## src/rtl/spi_regfile_pkg.sv

```systemverilog
// spi_regfile_pkg: shared types and constants for the SPI register-file slave.
//   state_t          - protocol FSM state encoding
//   WRITE_BIT etc.   - bit positions inside the command byte
//   cmd_is_access()  - true when a command byte requests a read and/or write
package spi_regfile_pkg;

  typedef enum logic [1:0] {
    ST_IDLE    = 2'd0,
    ST_COMMAND = 2'd1,
    ST_ADDRESS = 2'd2,
    ST_DATA    = 2'd3
  } state_t;

  localparam int WRITE_BIT = 7;
  localparam int READ_BIT  = 6;
  localparam int COUNT_MSB = 5;
  localparam int COUNT_LSB = 3;

  // A command with neither read nor write set is a no-op filler byte.
  function automatic logic cmd_is_access(input logic [7:0] cmd);
    return cmd[WRITE_BIT] | cmd[READ_BIT];
  endfunction

endpackage

```

## src/rtl/spi_regfile_slave_if.sv

```systemverilog
// spi_regfile_slave_if: register-file access bus between the SPI slave and
// an external register file.
//   reg_addr  - register address for the current access
//   reg_wdata - write data, valid while reg_we is high
//   reg_we    - one-clock write strobe
//   reg_re    - one-clock read strobe
//   reg_rdata - read data, valid one clock after reg_re
// modport master: the SPI slave (drives address/strobes).
// modport slave : the register file (returns read data).
interface spi_regfile_slave_if #(
  parameter int ADDR_WIDTH = 8
);
  logic [ADDR_WIDTH-1:0] reg_addr;
  logic [7:0]            reg_wdata;
  logic                  reg_we;
  logic                  reg_re;
  logic [7:0]            reg_rdata;

  modport master (
    output reg_addr,
    output reg_wdata,
    output reg_we,
    output reg_re,
    input  reg_rdata
  );

  modport slave (
    input  reg_addr,
    input  reg_wdata,
    input  reg_we,
    input  reg_re,
    output reg_rdata
  );
endinterface

```

## src/rtl/spi_input_sync.sv

```systemverilog
// spi_input_sync: brings the asynchronous SPI pins into the clock domain.
//   clock, RSTB - system clock, async active-low reset
//   sck/csb/sdi - raw SPI pins
//   csb_sync    - synchronized chip select
//   sdi_sync    - synchronized data in (aligned with the SCK edge pulses)
//   sck_rise    - one-clock pulse on a detected SCK rising edge
//   sck_fall    - one-clock pulse on a detected SCK falling edge
//   csb_fall    - one-clock pulse on a detected CSB falling edge
module spi_input_sync (
  input  logic clock,
  input  logic RSTB,
  input  logic sck,
  input  logic csb,
  input  logic sdi,
  output logic csb_sync,
  output logic sdi_sync,
  output logic sck_rise,
  output logic sck_fall,
  output logic csb_fall
);

  logic [1:0] sck_meta_r;
  logic [1:0] csb_meta_r;
  logic [1:0] sdi_meta_r;
  logic       sck_prev_r;
  logic       csb_prev_r;

  // Two-flop synchronizers plus one history flop for edge detection.
  always_ff @(posedge clock or negedge RSTB) begin
    if (!RSTB) begin
      sck_meta_r <= 2'b00;
      csb_meta_r <= 2'b11;
      sdi_meta_r <= 2'b00;
      sck_prev_r <= 1'b0;
      csb_prev_r <= 1'b1;
    end else begin
      sck_meta_r <= {sck_meta_r[0], sck};
      csb_meta_r <= {csb_meta_r[0], csb};
      sdi_meta_r <= {sdi_meta_r[0], sdi};
      sck_prev_r <= sck_meta_r[1];
      csb_prev_r <= csb_meta_r[1];
    end
  end

  assign csb_sync = csb_meta_r[1];
  assign sdi_sync = sdi_meta_r[1];
  assign sck_rise = sck_meta_r[1] & ~sck_prev_r;
  assign sck_fall = ~sck_meta_r[1] & sck_prev_r;
  assign csb_fall = ~csb_meta_r[1] & csb_prev_r;

endmodule

```

## src/rtl/spi_regfile_slave.sv

```systemverilog
// spi_regfile_slave: SPI mode-0 slave giving byte access to an external
// register file. Protocol per CSB-low frame: command byte, address byte,
// then data bytes (count from the command, 0 = stream until CSB rises).
//   clock, RSTB  - system clock, async active-low reset
//   SCK/CSB/SDI  - SPI clock, chip select (active-low), data in (MSB first)
//   SDO, SDO_enb - SPI data out (MSB first) and its active-low enable
//   reg_bus      - register-file access bus (master side)
module spi_regfile_slave
  import spi_regfile_pkg::*;
#(
  parameter int NUM_REGS   = 16,
  parameter int ADDR_WIDTH = 8
) (
  input  logic                       clock,
  input  logic                       RSTB,
  input  logic                       SCK,
  input  logic                       CSB,
  input  logic                       SDI,
  output logic                       SDO,
  output logic                       SDO_enb,
  spi_regfile_slave_if.master        reg_bus
);

  localparam logic [31:0] NUM_REGS_W = 32'(NUM_REGS);

  // Addresses at or above NUM_REGS are unimplemented: no strobes, reads as zero.
  function automatic logic addr_valid(input logic [ADDR_WIDTH-1:0] a);
    return (32'(a) < NUM_REGS_W);
  endfunction

  // The last implemented register wraps to 0; anything else counts up freely.
  function automatic logic [ADDR_WIDTH-1:0] addr_next(input logic [ADDR_WIDTH-1:0] a);
    if (32'(a) == (NUM_REGS_W - 32'd1)) begin
      return {ADDR_WIDTH{1'b0}};
    end else begin
      return a + {{(ADDR_WIDTH-1){1'b0}}, 1'b1};
    end
  endfunction

  logic csb_s, sdi_s, sck_rise_s, sck_fall_s, csb_fall_s;

  spi_input_sync u_sync (
    .clock    (clock),
    .RSTB     (RSTB),
    .sck      (SCK),
    .csb      (CSB),
    .sdi      (SDI),
    .csb_sync (csb_s),
    .sdi_sync (sdi_s),
    .sck_rise (sck_rise_s),
    .sck_fall (sck_fall_s),
    .csb_fall (csb_fall_s)
  );

  state_t                state_r, state_next_s;
  logic [2:0]            bit_cnt_r;
  logic [7:0]            shift_r;
  logic [7:0]            tx_r;
  logic                  wr_r, rd_r;
  logic [2:0]            count_r, rem_r;
  logic [ADDR_WIDTH-1:0] reg_addr_r;
  logic [7:0]            reg_wdata_r;
  logic                  reg_we_r, reg_re_r, re_d_r;
  logic                  inc_pend_r, inc_re_r;
  logic                  sdo_r, sdo_enb_r;

  logic                  active_s, byte_done_s, last_byte_s, cmd_accept_s, drive_s;
  logic [7:0]            rx_byte_s;
  logic [ADDR_WIDTH-1:0] rx_addr_s, addr_next_s, rd_addr_s;
  logic                  we_set_s, re_set_s, tx_zero_s, rd_issue_s;
  logic                  addr_load_s, addr_inc_s, inc_pend_set_s;

  assign active_s     = (state_r != ST_IDLE) && !csb_s;
  assign byte_done_s  = active_s && sck_rise_s && (bit_cnt_r == 3'd7);
  assign rx_byte_s    = {shift_r[6:0], sdi_s};
  assign rx_addr_s    = rx_byte_s[ADDR_WIDTH-1:0];
  assign addr_next_s  = addr_next(reg_addr_r);
  assign last_byte_s  = (count_r != 3'd0) && (rem_r == 3'd1);
  assign cmd_accept_s = byte_done_s && (state_r == ST_COMMAND) && cmd_is_access(rx_byte_s);
  assign drive_s      = (state_r == ST_DATA) && rd_r && !csb_s;

  // FSM state register.
  always_ff @(posedge clock or negedge RSTB) begin
    if (!RSTB) begin
      state_r <= ST_IDLE;
    end else begin
      state_r <= state_next_s;
    end
  end

  // FSM next-state logic; CSB high always returns to IDLE.
  always_comb begin
    state_next_s = state_r;
    case (state_r)
      ST_IDLE: begin
        if (csb_fall_s) state_next_s = ST_COMMAND;
        else            state_next_s = ST_IDLE;
      end
      ST_COMMAND: begin
        if (csb_s)             state_next_s = ST_IDLE;
        else if (cmd_accept_s) state_next_s = ST_ADDRESS;
        else                   state_next_s = ST_COMMAND;
      end
      ST_ADDRESS: begin
        if (csb_s)            state_next_s = ST_IDLE;
        else if (byte_done_s) state_next_s = ST_DATA;
        else                  state_next_s = ST_ADDRESS;
      end
      ST_DATA: begin
        if (csb_s)                           state_next_s = ST_IDLE;
        else if (byte_done_s && last_byte_s) state_next_s = ST_COMMAND;
        else                                 state_next_s = ST_DATA;
      end
      default: state_next_s = ST_IDLE;
    endcase
  end

  // FSM output decode. A write byte strobes reg_we first and defers the
  // address increment (and any next read) by one clock, so a read+write
  // access never raises reg_we and reg_re together.
  always_comb begin
    we_set_s       = 1'b0;
    addr_load_s    = 1'b0;
    addr_inc_s     = 1'b0;
    inc_pend_set_s = 1'b0;
    rd_issue_s     = 1'b0;
    rd_addr_s      = reg_addr_r;
    re_set_s       = 1'b0;
    tx_zero_s      = 1'b0;
    if (byte_done_s && (state_r == ST_ADDRESS)) begin
      addr_load_s = 1'b1;
      rd_issue_s  = rd_r;
      rd_addr_s   = rx_addr_s;
    end else if (byte_done_s && (state_r == ST_DATA) && wr_r) begin
      we_set_s       = addr_valid(reg_addr_r);
      inc_pend_set_s = 1'b1;
    end else if (byte_done_s && (state_r == ST_DATA)) begin
      addr_inc_s = 1'b1;
      rd_issue_s = rd_r && !last_byte_s;
      rd_addr_s  = addr_next_s;
    end else if (inc_pend_r) begin
      addr_inc_s = 1'b1;
      rd_issue_s = inc_re_r && !csb_s;
      rd_addr_s  = addr_next_s;
    end else begin
      rd_issue_s = 1'b0;
    end
    re_set_s  = rd_issue_s && addr_valid(rd_addr_s);
    tx_zero_s = rd_issue_s && !addr_valid(rd_addr_s);
  end

  // Datapath: shifters, command latch, address, strobes and SPI output.
  always_ff @(posedge clock or negedge RSTB) begin
    if (!RSTB) begin
      bit_cnt_r   <= 3'd0;
      shift_r     <= 8'h00;
      tx_r        <= 8'h00;
      wr_r        <= 1'b0;
      rd_r        <= 1'b0;
      count_r     <= 3'd0;
      rem_r       <= 3'd0;
      reg_addr_r  <= {ADDR_WIDTH{1'b0}};
      reg_wdata_r <= 8'h00;
      reg_we_r    <= 1'b0;
      reg_re_r    <= 1'b0;
      re_d_r      <= 1'b0;
      inc_pend_r  <= 1'b0;
      inc_re_r    <= 1'b0;
      sdo_r       <= 1'b0;
      sdo_enb_r   <= 1'b1;
    end else begin
      reg_we_r   <= we_set_s;
      reg_re_r   <= re_set_s;
      re_d_r     <= reg_re_r;
      inc_pend_r <= inc_pend_set_s;
      if (inc_pend_set_s) inc_re_r <= rd_r && !last_byte_s;

      if (we_set_s) reg_wdata_r <= rx_byte_s;

      if (addr_load_s)     reg_addr_r <= rx_addr_s;
      else if (addr_inc_s) reg_addr_r <= addr_next_s;

      // Partial bytes are dropped whenever the frame is not active.
      if (!active_s) begin
        bit_cnt_r <= 3'd0;
        shift_r   <= 8'h00;
      end else if (sck_rise_s) begin
        bit_cnt_r <= bit_cnt_r + 3'd1;
        shift_r   <= rx_byte_s;
      end

      if (cmd_accept_s) begin
        wr_r    <= rx_byte_s[WRITE_BIT];
        rd_r    <= rx_byte_s[READ_BIT];
        count_r <= rx_byte_s[COUNT_MSB:COUNT_LSB];
        rem_r   <= rx_byte_s[COUNT_MSB:COUNT_LSB];
      end else if (byte_done_s && (state_r == ST_DATA) && (count_r != 3'd0)) begin
        rem_r <= rem_r - 3'd1;
      end

      // Read data lands the clock after reg_re. The fall that follows a
      // byte boundary (bit_cnt 0) only presents the MSB; later falls shift.
      if (re_d_r) begin
        tx_r <= reg_bus.reg_rdata;
      end else if (tx_zero_s) begin
        tx_r <= 8'h00;
      end else if (sck_fall_s && (state_r == ST_DATA) && (bit_cnt_r != 3'd0)) begin
        tx_r <= {tx_r[6:0], 1'b0};
      end

      sdo_enb_r <= !drive_s;
      sdo_r     <= drive_s ? tx_r[7] : 1'b0;
    end
  end

  assign SDO               = sdo_r;
  assign SDO_enb           = sdo_enb_r;
  assign reg_bus.reg_addr  = reg_addr_r;
  assign reg_bus.reg_wdata = reg_wdata_r;
  assign reg_bus.reg_we    = reg_we_r;
  assign reg_bus.reg_re    = reg_re_r;

endmodule

```

## src/flat_wrapper.sv

```systemverilog
// flat-port wrapper written by rule: the top's interface ports become plain ports
module spi_regfile_slave_flat import spi_regfile_pkg::*;
#(
  parameter int NUM_REGS   = 16,
  parameter int ADDR_WIDTH = 8
)
  (clock, RSTB, SCK, CSB, SDI, SDO, SDO_enb, reg_bus_reg_addr, reg_bus_reg_wdata, reg_bus_reg_we, reg_bus_reg_re, reg_bus_reg_rdata);
  spi_regfile_slave_if #(.ADDR_WIDTH(ADDR_WIDTH)) reg_bus_i ();
  input  logic clock;
  input  logic RSTB;
  input  logic SCK;
  input  logic CSB;
  input  logic SDI;
  output logic SDO;
  output logic SDO_enb;
  output wire logic [$bits(reg_bus_i.reg_addr)-1:0] reg_bus_reg_addr;
  output wire logic [$bits(reg_bus_i.reg_wdata)-1:0] reg_bus_reg_wdata;
  output wire logic [$bits(reg_bus_i.reg_we)-1:0] reg_bus_reg_we;
  output wire logic [$bits(reg_bus_i.reg_re)-1:0] reg_bus_reg_re;
  input wire logic [$bits(reg_bus_i.reg_rdata)-1:0] reg_bus_reg_rdata;
  assign reg_bus_reg_addr = reg_bus_i.reg_addr;
  assign reg_bus_reg_wdata = reg_bus_i.reg_wdata;
  assign reg_bus_reg_we = reg_bus_i.reg_we;
  assign reg_bus_reg_re = reg_bus_i.reg_re;
  assign reg_bus_i.reg_rdata = reg_bus_reg_rdata;
  spi_regfile_slave #(.NUM_REGS(NUM_REGS), .ADDR_WIDTH(ADDR_WIDTH)) u_core (.clock(clock), .RSTB(RSTB), .SCK(SCK), .CSB(CSB), .SDI(SDI), .SDO(SDO), .SDO_enb(SDO_enb), .reg_bus(reg_bus_i));
endmodule
```

## config.mk

```make
export PLATFORM = sky130hd
export DESIGN_NAME = spi_regfile_slave_flat
export DESIGN_NICKNAME = d
export VERILOG_FILES = /design/src/rtl/spi_regfile_pkg.sv /design/src/rtl/spi_regfile_slave_if.sv /design/src/rtl/spi_input_sync.sv /design/src/rtl/spi_regfile_slave.sv /design/src/flat_wrapper.sv
export SDC_FILE = /design/constraint.sdc
export NUM_CORES = 1
export LEC_CHECK = 0
export CORE_AREA = 2 2 88 82
export DETAILED_ROUTE_END_ITERATION = 10
export DIE_AREA = 0 0 90 84
export GPL_TIMING_DRIVEN = 0
export REMOVE_ABC_BUFFERS = 1
export SETUP_SLACK_MARGIN = 0.4
export SYNTH_ARGS = -nofsm -noshare
export SYNTH_HDL_FRONTEND = slang
export SYNTH_SLANG_ARGS = --single-unit
```

## constraint.sdc

```tcl
create_clock -name clock -period 4.6 [get_ports clock]
set_input_delay 0.92 -clock clock [delete_from_list [all_inputs] [get_ports clock]]
set_output_delay 0.92 -clock clock [all_outputs]
set_load 0.02 [all_outputs]
```

After elaboration in Yosys (flattened, before gate mapping)

Cells that the tools add are included.

Add/subtract/negate cells: 3
Order comparisons: 2
Eq/ne operators: 7
Muxes and demuxes: 38
Bitwise operators: 7
Reduce and logical (&&, ||, !) cells: 30

Operator list:

| cell                                                                 | number |
|---|---|
| 8-bit two-way mux                                                    | 10 |
| 1-bit logical AND                                                    | 19 |
| 8-bit by 5-bit < comparator with 1-bit output, second input constant | 2 |
| 1-bit two-way mux                                                    | 16 |
| 7-bit two-way mux                                                    | 2 |
| 3-bit two-way mux                                                    | 4 |
| 2-bit two-way mux                                                    | 5 |
| 3-bit nonzero test                                                   | 3 |
| 8-bit by 1-bit adder with 8-bit output, second input constant        | 1 |
| 8-bit by 4-bit == test with 1-bit output, second input constant      | 1 |
| 2-bit one-hot mux with 4 select lines                                | 1 |
| 2-bit nonzero test                                                   | 3 |
| 2-bit == test, second input constant                                 | 2 |
| 1-bit zero test                                                      | 4 |
| 3-bit by 1-bit adder with 3-bit output, second input constant        | 1 |
| 1-bit bitwise AND                                                    | 3 |
| 3-bit by 1-bit == test with 1-bit output, second input constant      | 1 |
| 3-bit == test, second input constant                                 | 1 |
| 1-bit inverter                                                       | 3 |
| 3-bit by 1-bit subtractor with 3-bit output, second input constant   | 1 |
| 2-bit by 1-bit == test with 1-bit output, second input constant      | 1 |
| 2-bit zero test                                                      | 1 |
| 2-bit by 1-bit != test with 1-bit output, second input constant      | 1 |
| 1-bit bitwise OR                                                     | 1 |

Flip-flop bits (word level): 59
Bits of input ports: 13
Output and inout port bits: 20
Word-level logic and storage cells: 109

Longest topological paths before layout

Gate-level depths: netlist (run 1).

Word-level depth: 13
Gate-level depth with buffers: 9
Depth with buffers taken out: 7

Hierarchy

Synthesis (run 1) repeated with hierarchy kept, for this count alone.

Cells, all modules: 239
Area, all modules: 2,760.1 µm²

By module, submodules not included:

| module            | instances | cells an instance | area an instance (µm²) | seq. area each (µm²) |
|---|---|---|---|---|
| spi_regfile_slave | 1         | 228               | 2,534.9                | 1,277.5 |
| spi_input_sync    | 1         | 11                | 225.2                  | 203.9 |

Worst setup path before layout (run 1)

OpenSTA, ideal clock, no wires.

Kind: register -> register
From: register u_core.bit_cnt_r[0]
To: register u_core.reg_addr_r[4], in the netlist u_core.reg_bus.reg_addr[4]
Library setup time: 82 ps
Arrival time: 2,096 ps
Required time: 4,518 ps
Setup slack: 2,422 ps
Cell stages (with the launch flop): 9
Path buffers: 1
Period minus slack after synthesis: 2,178 ps
Path through: dfrtp_1 > ha_1 > ha_1 > and4bb_1 > buf_6 > and2_4 > or2_4 > or4_1 > a31oi_1

Cells in the longest elaborated chain, start to end: 7
Elaborated cells on any way between the ends: 11
Those cells by class: eq/ne (1); mux (5); reduce/logical (5)

Ends and longest elaborated chain:

| element                                                       | RTL line                                           | source |
|---|---|---|
| from (decl)                                                   | spi_regfile_slave.sv:56                            | `logic [2:0] bit_cnt_r;` |
| from (signal assigned)                                        | spi_regfile_slave.sv:188                           | `bit_cnt_r <= bit_cnt_r + 3'd1;` |
| 3-bit == test (*)                                             | spi_regfile_slave.sv:74                            | `assign byte_done_s = active_s && sck_rise_s && (bit_cnt_r == 3'd7);` |
| 1-bit logical AND (*)                                         | spi_regfile_slave.sv:74                            |  |
| 1-bit logical AND                                             | spi_regfile_slave.sv:134, spi_regfile_slave.sv:137 |  |
| 1-bit two-way mux / 1-bit logical AND (equally long branches) | spi_regfile_slave.sv:137, spi_regfile_slave.sv:134 |  |
| 1-bit two-way mux                                             | spi_regfile_slave.sv:134                           | `end else if (byte_done_s && (state_r == ST_DATA) && wr_r) begin` |
| 1-bit two-way mux                                             | spi_regfile_slave.sv:130                           | `if (byte_done_s && (state_r == ST_ADDRESS)) begin` |
| 2-bit nonzero test (no line)                                  | -                                                  |  |
| to (signal assigned)                                          | spi_regfile_slave.sv:162                           | `reg_addr_r <= {ADDR_WIDTH{1'b0}};` |
| to (signal assigned)                                          | spi_regfile_slave.sv:180                           | `if (addr_load_s) reg_addr_r <= rx_addr_s;` |
| to (signal assigned)                                          | spi_regfile_slave.sv:181                           | `else if (addr_inc_s) reg_addr_r <= addr_next_s;` |
| to (decl)                                                     | spi_regfile_slave.sv:61                            | `logic [ADDR_WIDTH-1:0] reg_addr_r;` |

Mark *: on every way between the ends. The rest lies on a longest branch, timed or not.
A chain may end at the register's enable or synchronous reset.

Worst setup path after layout (run 1)

From: register u_core.bit_cnt_r[0]
To: register u_core.tx_r[3]

Cells in the longest elaborated chain, start to end: 11
Elaborated cells on any way between the ends: 19
Those cells by class: order compare (1); eq/ne (1); mux (8); reduce/logical (9)

Ends and longest elaborated chain:

| element                                                       | RTL line                                           | source |
|---|---|---|
| 3-bit == test                                                 | spi_regfile_slave.sv:74                            |  |
| 1-bit logical AND                                             | spi_regfile_slave.sv:74                            |  |
| 1-bit logical AND                                             | spi_regfile_slave.sv:134, spi_regfile_slave.sv:137 |  |
| 8-bit two-way mux / 1-bit logical AND (equally long branches) | spi_regfile_slave.sv:137, spi_regfile_slave.sv:134 |  |
| 8-bit two-way mux                                             | spi_regfile_slave.sv:134                           |  |
| 8-bit two-way mux                                             | spi_regfile_slave.sv:130                           |  |
| 8-bit by 5-bit < comparator with 1-bit output                 | spi_regfile_slave.sv:28                            | `return (32'(a) < NUM_REGS_W);` |
| 1-bit zero test                                               | spi_regfile_slave.sv:149                           | `tx_zero_s = rd_issue_s && !addr_valid(rd_addr_s);` |
| 1-bit logical AND                                             | spi_regfile_slave.sv:149                           |  |
| 8-bit two-way mux                                             | spi_regfile_slave.sv:205                           | `end else if (tx_zero_s) begin` |
| 8-bit two-way mux                                             | spi_regfile_slave.sv:203                           | `if (re_d_r) begin` |
| to (signal assigned)                                          | spi_regfile_slave.sv:204                           | `tx_r <= reg_bus.reg_rdata;` |
| to (signal assigned)                                          | spi_regfile_slave.sv:208                           | `tx_r <= {tx_r[6:0], 1'b0};` |
| to (decl)                                                     | spi_regfile_slave.sv:58                            | `logic [7:0] tx_r;` |

Parallel ways exist; a longest one is shown, timed or not.

==> results.py, run 1 <==
metrics = {
    "detailed_routing": {
        "wire_per_inst_um": 14.8,
        "vias": 2157,
        "totalWireLength_mm": 6.12,
        "detail_route.first_pass.iterations": 4,
        "postRouteAntennaNets": 0,
        "drc": 0,
        "avgViaCountPerCell": 5.22,
        "drt_iter0_markers": 117,
    },
    "worst_setup_path": {
        "worstPathMaxFanout": 16,
        "startpoint_type": "register",
        "crit_slowest_cell": "nor4b_4",
        "end_kind": "register",
        "cp.arrival_ns": 2.77,
        "r2r_cells": 7,
        "path_buf_inv": 1,
        "r2r_setup_slack_ns": 2.04,
        "crit_required_ns": 4.81,
        "slowest_delay_ns": 0.92,
        "reg2reg_from": "u_core.bit_cnt_r[0]",
        "cp_top_family": "simple AND/OR/NAND/NOR gates",
        "worstSetupPathType": "reg2reg",
        "path_cells": "inv_1 -> ha_1 -> nor2b_1 -> nor4b_4 -> mux2_2 -> a32oi_1 -> o21ai_0",
        "rr_endpoint": "u_core.tx_r[3]",
    },
    "timing": {
        "fmax_ghz": 0.390,
        "finalCriticalPeriod_ns": 2.56,
        "tns_ns": 0,
        "fin_hold_ws_ns": 0.357,
        "tightestPinTransition_ns": 1.13,
        "fin_worst_skew_ns": 0.0110,
        "setup_slack_ns": 2.04,
        "rsz0062_at_grt": "false",
        "setup_violations": 0,
        "slew_headroom_pct": 24.6,
        "hold_viol": 0,
        "period_share_pct": 55.7,
        "slew_violations": 0,
    },
    "logic_synthesis": {
        "netlist_area_um2": 2910,
        "netlist_instances": 283,
        "avgSynthCellArea_um2": 10.3,
        "synth_seq_area_share_pct": 50.9,
        "synth_edf_count": 0,
        "yosys_warnings": 0,
        "synthArstFlopShare_pct": 100,
        "synth_top_flop_cell": "dfrtp_1",
        "synth_cell_type_count": 54,
        "synth_seq_cells": 59,
    },
    "run": {
        "cap_violations": 0,
    },
    "placement": {
        "hpwlAfterDp_mm": 4.24,
        "place.port_buffers": 32,
        "postPlaceCellArea_um2": 3300,
        "gp_congestion": 0.799,
        "place_ws_ns": 2.06,
    },
    "clocking": {
        "cts_tree": "done",
        "htreeDepth": 3,
        "cts_inserted_buffers": 9,
        "path_clk_slew_ns": 0.08,
        "cts_hold_buf": 0,
        "cts_setup_buffers": 0,
        "cts-resized-gates": 0,
        "clockRootBuffer": "clkbuf_8",
        "cts.sinks": 59,
        "clk_latency_ns": 0.34,
        "cts_max_path_buffers": 2,
    },
    "global_routing": {
        "antenna_found_initial": 0,
        "track_usage_pct": 17.6,
        "gr-total-overflow": 0,
        "grt_max_degree": 39,
        "grt_pass1_vias": 2093,
        "grt_pass1_wl_mm": 10.5,
    },
    "worst_hold_path": {
        "hold_start": "u_core.u_sync.sck_meta_r[0]",
        "hold_depth": 0,
        "min_path_type": "reg2reg",
        "holdPathEnd": "u_core.u_sync.sck_meta_r[1]",
    },
    "final_layout": {
        "regArea_um2": 1480,
        "multi_input_area_um2": 1320,
        "fill_cells": 640,
        "n_antenna_cell": 0,
        "layout-drive-gt1-share_pct": 15.0,
        "final_cell_mix": "dfrtp_1 (55), nand2_1 (47), clkdlybuf4s50_1 (31)",
        "fin_nets": 334,
        "final_common_cell": "dfrtp_1",
        "syn_to_final_growth_pct": 19.7,
        "stdcell_area_um2": 3480,
    },
    "power": {
        "switching_share_pct": 25.1,
        "internal-power_mw": 0.741,
        "p_switching_mw": 0.248,
        "p_leak_nw": 1.42,
        "p_comb_share_pct": 3.1,
        "worst_ir_drop_vdd_mv": 0.230,
        "finalPower_mw": 0.989,
        "p_clk_share_pct": 43.4,
        "seqPwrFrac_pct": 53.5,
        "powerDensity_nw_per_um2": 284,
    },
    "floorplan": {
        "coreArea_um2": 6750,
        "die_width_um": 90,
        "start_util_pct": 43.1,
        "rows": 29,
        "die_y_um": 84,
        "die-area_um2": 7560,
        "boundaryPins": 33,
    },
    "status": {
        "status": "complete, no violations",
    },
}
[cell usage after synthesis, types with 3 or more instances]
cell type,number,share of area [%]
dfrtp_1,55,47
nor2_1,18,2.3
xnor2_1,5,1.5
and3_1,3,0.65
ha_1,6,2.6
a32oi_1,8,2.4
mux2i_1,6,2.1
buf_2,3,0.52
or3_1,3,0.65
nor4_1,4,0.86
o211ai_1,5,1.3
mux2_2,15,5.8
a21oi_1,20,3.4
inv_1,12,1.5
dfstp_2,4,3.6
a31oi_1,4,0.86
nand2_1,47,6.1
clkbuf_1,5,0.65
nor2b_1,3,0.65
o21ai_0,10,1.7
nand3_1,8,1.4
[power groups by stage]
stage                     combinational, mW  clock (mW)  sequential (mW)
final                                0.0309       0.429            0.529
after global routing                 0.0347       0.473            0.529
after CTS                            0.0322       0.450            0.529
after detailed placement             0.0320           0            0.539
after global placement               0.0301           0            0.539
after floorplan                     0.00707           0            0.538
[flip-flops by register name, summed over array words and instances (netlist names)]
| signal | count |
|---|---|
| u_core.reg_bus.reg_addr | 8 |
| u_core.rd_r | 1 |
| u_core.SDO_enb | 1 |
| u_core.u_sync.sdi_meta_r | 2 |
| u_core.rem_r | 3 |
| u_core.inc_re_r | 1 |
| u_core.wr_r | 1 |
| u_core.reg_bus.reg_we | 1 |
| u_core.u_sync.sck_meta_r | 2 |
| u_core.u_sync.csb_meta_r | 2 |
| u_core.bit_cnt_r | 3 |
| u_core.u_sync.csb_prev_r | 1 |
| u_core.state_r | 2 |
| u_core.count_r | 3 |
| u_core.reg_bus.reg_wdata | 8 |
| u_core.reg_bus.reg_re | 1 |
| u_core.tx_r | 8 |
| u_core.u_sync.sck_prev_r | 1 |
| u_core.inc_pend_r | 1 |
| u_core.re_d_r | 1 |
| u_core.SDO | 1 |
| u_core.shift_r | 7 |
[through the flow]
| step | util [%] | instances |
|---|---|---|
| finish | 51.6 | 413 |
| global route | 51.6 | 413 |
| CTS | 51.6 | 413 |
| detailed placement | 48.9 | 397 |
| global placement | 48.7 | 396 |
| floorplan | - | 271 |
[final cells by class]
cell class | count | share of cell area [%]
inverters | 12 | 1.29
repair buffers | 33 | 9.63
well taps | 93 | 3.34
multi-input cells | 200 | 38.0
clock inverters | 7 | 1.62
clock buffers | 9 | 3.56
flip-flops and latches | 59 | 42.6
[worst max path at each step]
stage	cells after the start	end	start	slack (ns)
3_3_place_gp	1	u_core.tx_r[4]	RSTB	0.70
5_1_grt	7	u_core.tx_r[2]	u_core.bit_cnt_r[0]	1.82
3_5_place_dp	7	u_core.tx_r[7]	u_core.bit_cnt_r[0]	2.06
6_report	7	u_core.tx_r[3]	u_core.bit_cnt_r[0]	2.04
4_1_cts	7	u_core.tx_r[7]	u_core.bit_cnt_r[0]	2.03
2_1_floorplan	7	u_core.tx_r[1]	u_core.bit_cnt_r[0]	2.39
[logic make-up after synthesis]
family / synth area share [%]
AND/OR/NAND/NOR: 19.0
AO/OA/AOI/OAI: 14.5
flip-flops: 50.9
buffers and inverters: 3.61
multiplexers: 7.87
adder cells (fa/ha/maj): 2.58
XOR/XNOR: 1.51
[routing by layer]
metal / share of wire (%) / wire length (um) / track usage [%] / vias up
li1: - / - / - / 1078
met1: 50 / 3040 / 24.4 / 1040
met5: 0 / 0 / 0 / -
met4: 1.1 / 65 / 5.03 / 0
met3: 3.7 / 224 / 6.05 / 6
met2: 46 / 2790 / 26.2 / 33
(Power assumes the default switching activity.)
==> run 2: changes to the inputs <==
clock period = 2.48 ns   (was 4.6 ns; I/O delays follow)
==> run 2 against run 1 <==
Against the previous run:
- clock skew about the same
- clock power up 85%
- critical endpoint is now u_core.reg_bus.reg_addr[4]
- first-iteration DRC count rose by 27%
- cell area increased by 9.3%
- non-clock buffer count is 17 higher
- routed wire length up 9.5%
- sequential power is 86% higher
- highest routed layer unchanged
==> results.py, run 2 (same netlist as run 1, synthesis figures left out) <==
metrics = {
    "status": {
        "status": "complete, no violations",
    },
    "final_layout": {
        "stdcell_area_um2": 3800,
        "postLayoutCoreUtil_pct": 56.4,
        "final_common_cell": "dfrtp_1",
        "fin_nets": 351,
        "final_cell_mix": "dfrtp_1 (53), nand2_1 (47), clkdlybuf4s50_1 (31)",
        "fin_cells": 430,
        "syn_to_final_growth_pct": 30.8,
        "layout-drive-gt1-share_pct": 23.4,
        "n_antenna_cell": 0,
    },
    "detailed_routing": {
        "avgViaCountPerCell": 5.30,
        "drt_iter0_markers": 149,
        "detail_route.first_pass.iterations": 4,
        "wire_per_inst_um": 15.6,
        "drc": 0,
        "vias": 2278,
        "postRouteAntennaNets": 0,
        "totalWireLength_mm": 6.70,
    },
    "timing": {
        "tightestPinTransition_ns": 0.784,
        "hold_viol": 0,
        "slew_violations": 0,
        "tns_ns": 0,
        "fin_hold_ws_ns": 0.120,
        "period_share_pct": 83.3,
        "setup_slack_ns": 0.414,
        "setup_violations": 0,
        "slew_headroom_pct": 47.4,
        "fin_worst_skew_ns": 0.0106,
        "fmax_ghz": 0.484,
        "rsz0062_at_grt": "true",
        "finalCriticalPeriod_ns": 2.07,
    },
    "worst_setup_path": {
        "startpoint_type": "register",
        "rr_endpoint": "u_core.reg_bus.reg_addr[4]",
        "crit_required_ns": 2.74,
        "r2r_cells": 7,
        "r2r_setup_slack_ns": 0.41,
        "end_kind": "register",
        "reg2reg_from": "u_core.bit_cnt_r[1]",
        "cp.arrival_ns": 2.32,
        "worstPathMaxFanout": 5,
        "path_cells": "ha_2 -> ha_4 -> and4bb_4 -> and2_4 -> or2_4 -> or4_1 -> a31oi_1",
        "worstSetupPathType": "reg2reg",
        "slowest_delay_ns": 0.41,
        "crit_slowest_cell": "dfrtp_1",
    },
    "power": {
        "switching_share_pct": 25.1,
        "worst_ir_drop_vdd_mv": 0.426,
        "internal-power_mw": 1.38,
        "powerDensity_nw_per_um2": 483,
        "p_leak_nw": 1.57,
        "p_clk_share_pct": 43.2,
        "seqPwrFrac_pct": 53.5,
        "p_comb_share_pct": 3.4,
        "p_switching_mw": 0.461,
        "finalPower_mw": 1.84,
    },
    "worst_hold_path": {
        "min_path_type": "in2async",
    },
    "clocking": {
        "path_clk_slew_ns": 0.08,
        "htreeDepth": 3,
        "clockRootBuffer": "clkbuf_8",
        "cts.sinks": 59,
        "cts_inserted_buffers": 9,
        "cts_hold_buf": 0,
        "clk_latency_ns": 0.34,
        "cts_tree": "done",
        "cts_max_path_buffers": 2,
    },
    "run": {
        "cap_violations": 0,
    },
    "floorplan": {
        "coreArea_um2": 6750,
        "rows": 29,
        "die_y_um": 84,
        "die_width_um": 90,
        "boundaryPins": 33,
        "die-area_um2": 7560,
        "start_util_pct": 43.1,
    },
    "placement": {
        "place_ws_ns": -0.0569,
        "hpwlAfterDp_mm": 4.24,
        "postPlaceCellArea_um2": 3300,
        "gp_congestion": 0.799,
        "place.port_buffers": 32,
        "dp_cells": 397,
    },
    "global_routing": {
        "grt_pass1_wl_mm": 11.1,
        "grt_max_degree": 39,
        "antenna_found_initial": 0,
        "gr-total-overflow": 0,
        "track_usage_pct": 18.6,
        "grt_pass1_vias": 2188,
    },
}
## run 2: worst max-delay path by stage
stage / startpoint / end / slack (ns)
2_1_floorplan: u_core.bit_cnt_r[0] / u_core.tx_r[1] / 0.27
3_3_place_gp: RSTB / u_core.tx_r[4] / -0.99
3_5_place_dp: u_core.bit_cnt_r[0] / u_core.tx_r[7] / -0.06
4_1_cts: u_core.bit_cnt_r[0] / u_core.tx_r[7] / 0.38
5_1_grt: u_core.bit_cnt_r[0] / u_core.tx_r[2] / 0.30
6_report: u_core.bit_cnt_r[1] / u_core.reg_bus.reg_addr[4] / 0.41
## run 2: final cells by class
class / count / area (um2)
Clock buffer: 9 / 124
Clock inverter: 7 / 56.3
Fill cell: 616 / 2940
Inverter: 12 / 45.0
Multi-Input combinational cell: 200 / 1470
Sequential cell: 59 / 1480
Tap cell: 93 / 116
Timing Repair Buffer: 50 / 508
## run 2: routing by layer
layer  wire [um]  up-vias  GRT usage (%)
li1            -     1116              -
met3         227        4           5.24
met4          56        0           5.87
met1        3290     1123           25.7
met2        3130       35           28.5
met5           0        -              0
## run 2: critical path: cells and delay by family (launching register included)
family	cells	cell delay, ns
simple gates	4	1.03
flops	1	0.41
fa+ha+maj	2	0.38
compound gates	1	0.16
## run 2: timing repair
item	4_1_cts	5_1_grt
pin swaps	9	12
cloned	1	0
setup endpoints to repair	14	17
resized for setup	14	23
setup buffers	13	3
hold endpoints to repair	0	0
## run 2: power by group through the flow
stage	combinational (mW)	clock, mW	sequential [mW]
2_1_floorplan	0.0131	0	0.997
3_3_place_gp	0.0558	0	0.999
3_5_place_dp	0.0593	0	0.999
4_1_cts	0.0616	0.834	0.982
5_1_grt	0.0686	0.873	0.984
6_report	0.0619	0.794	0.983
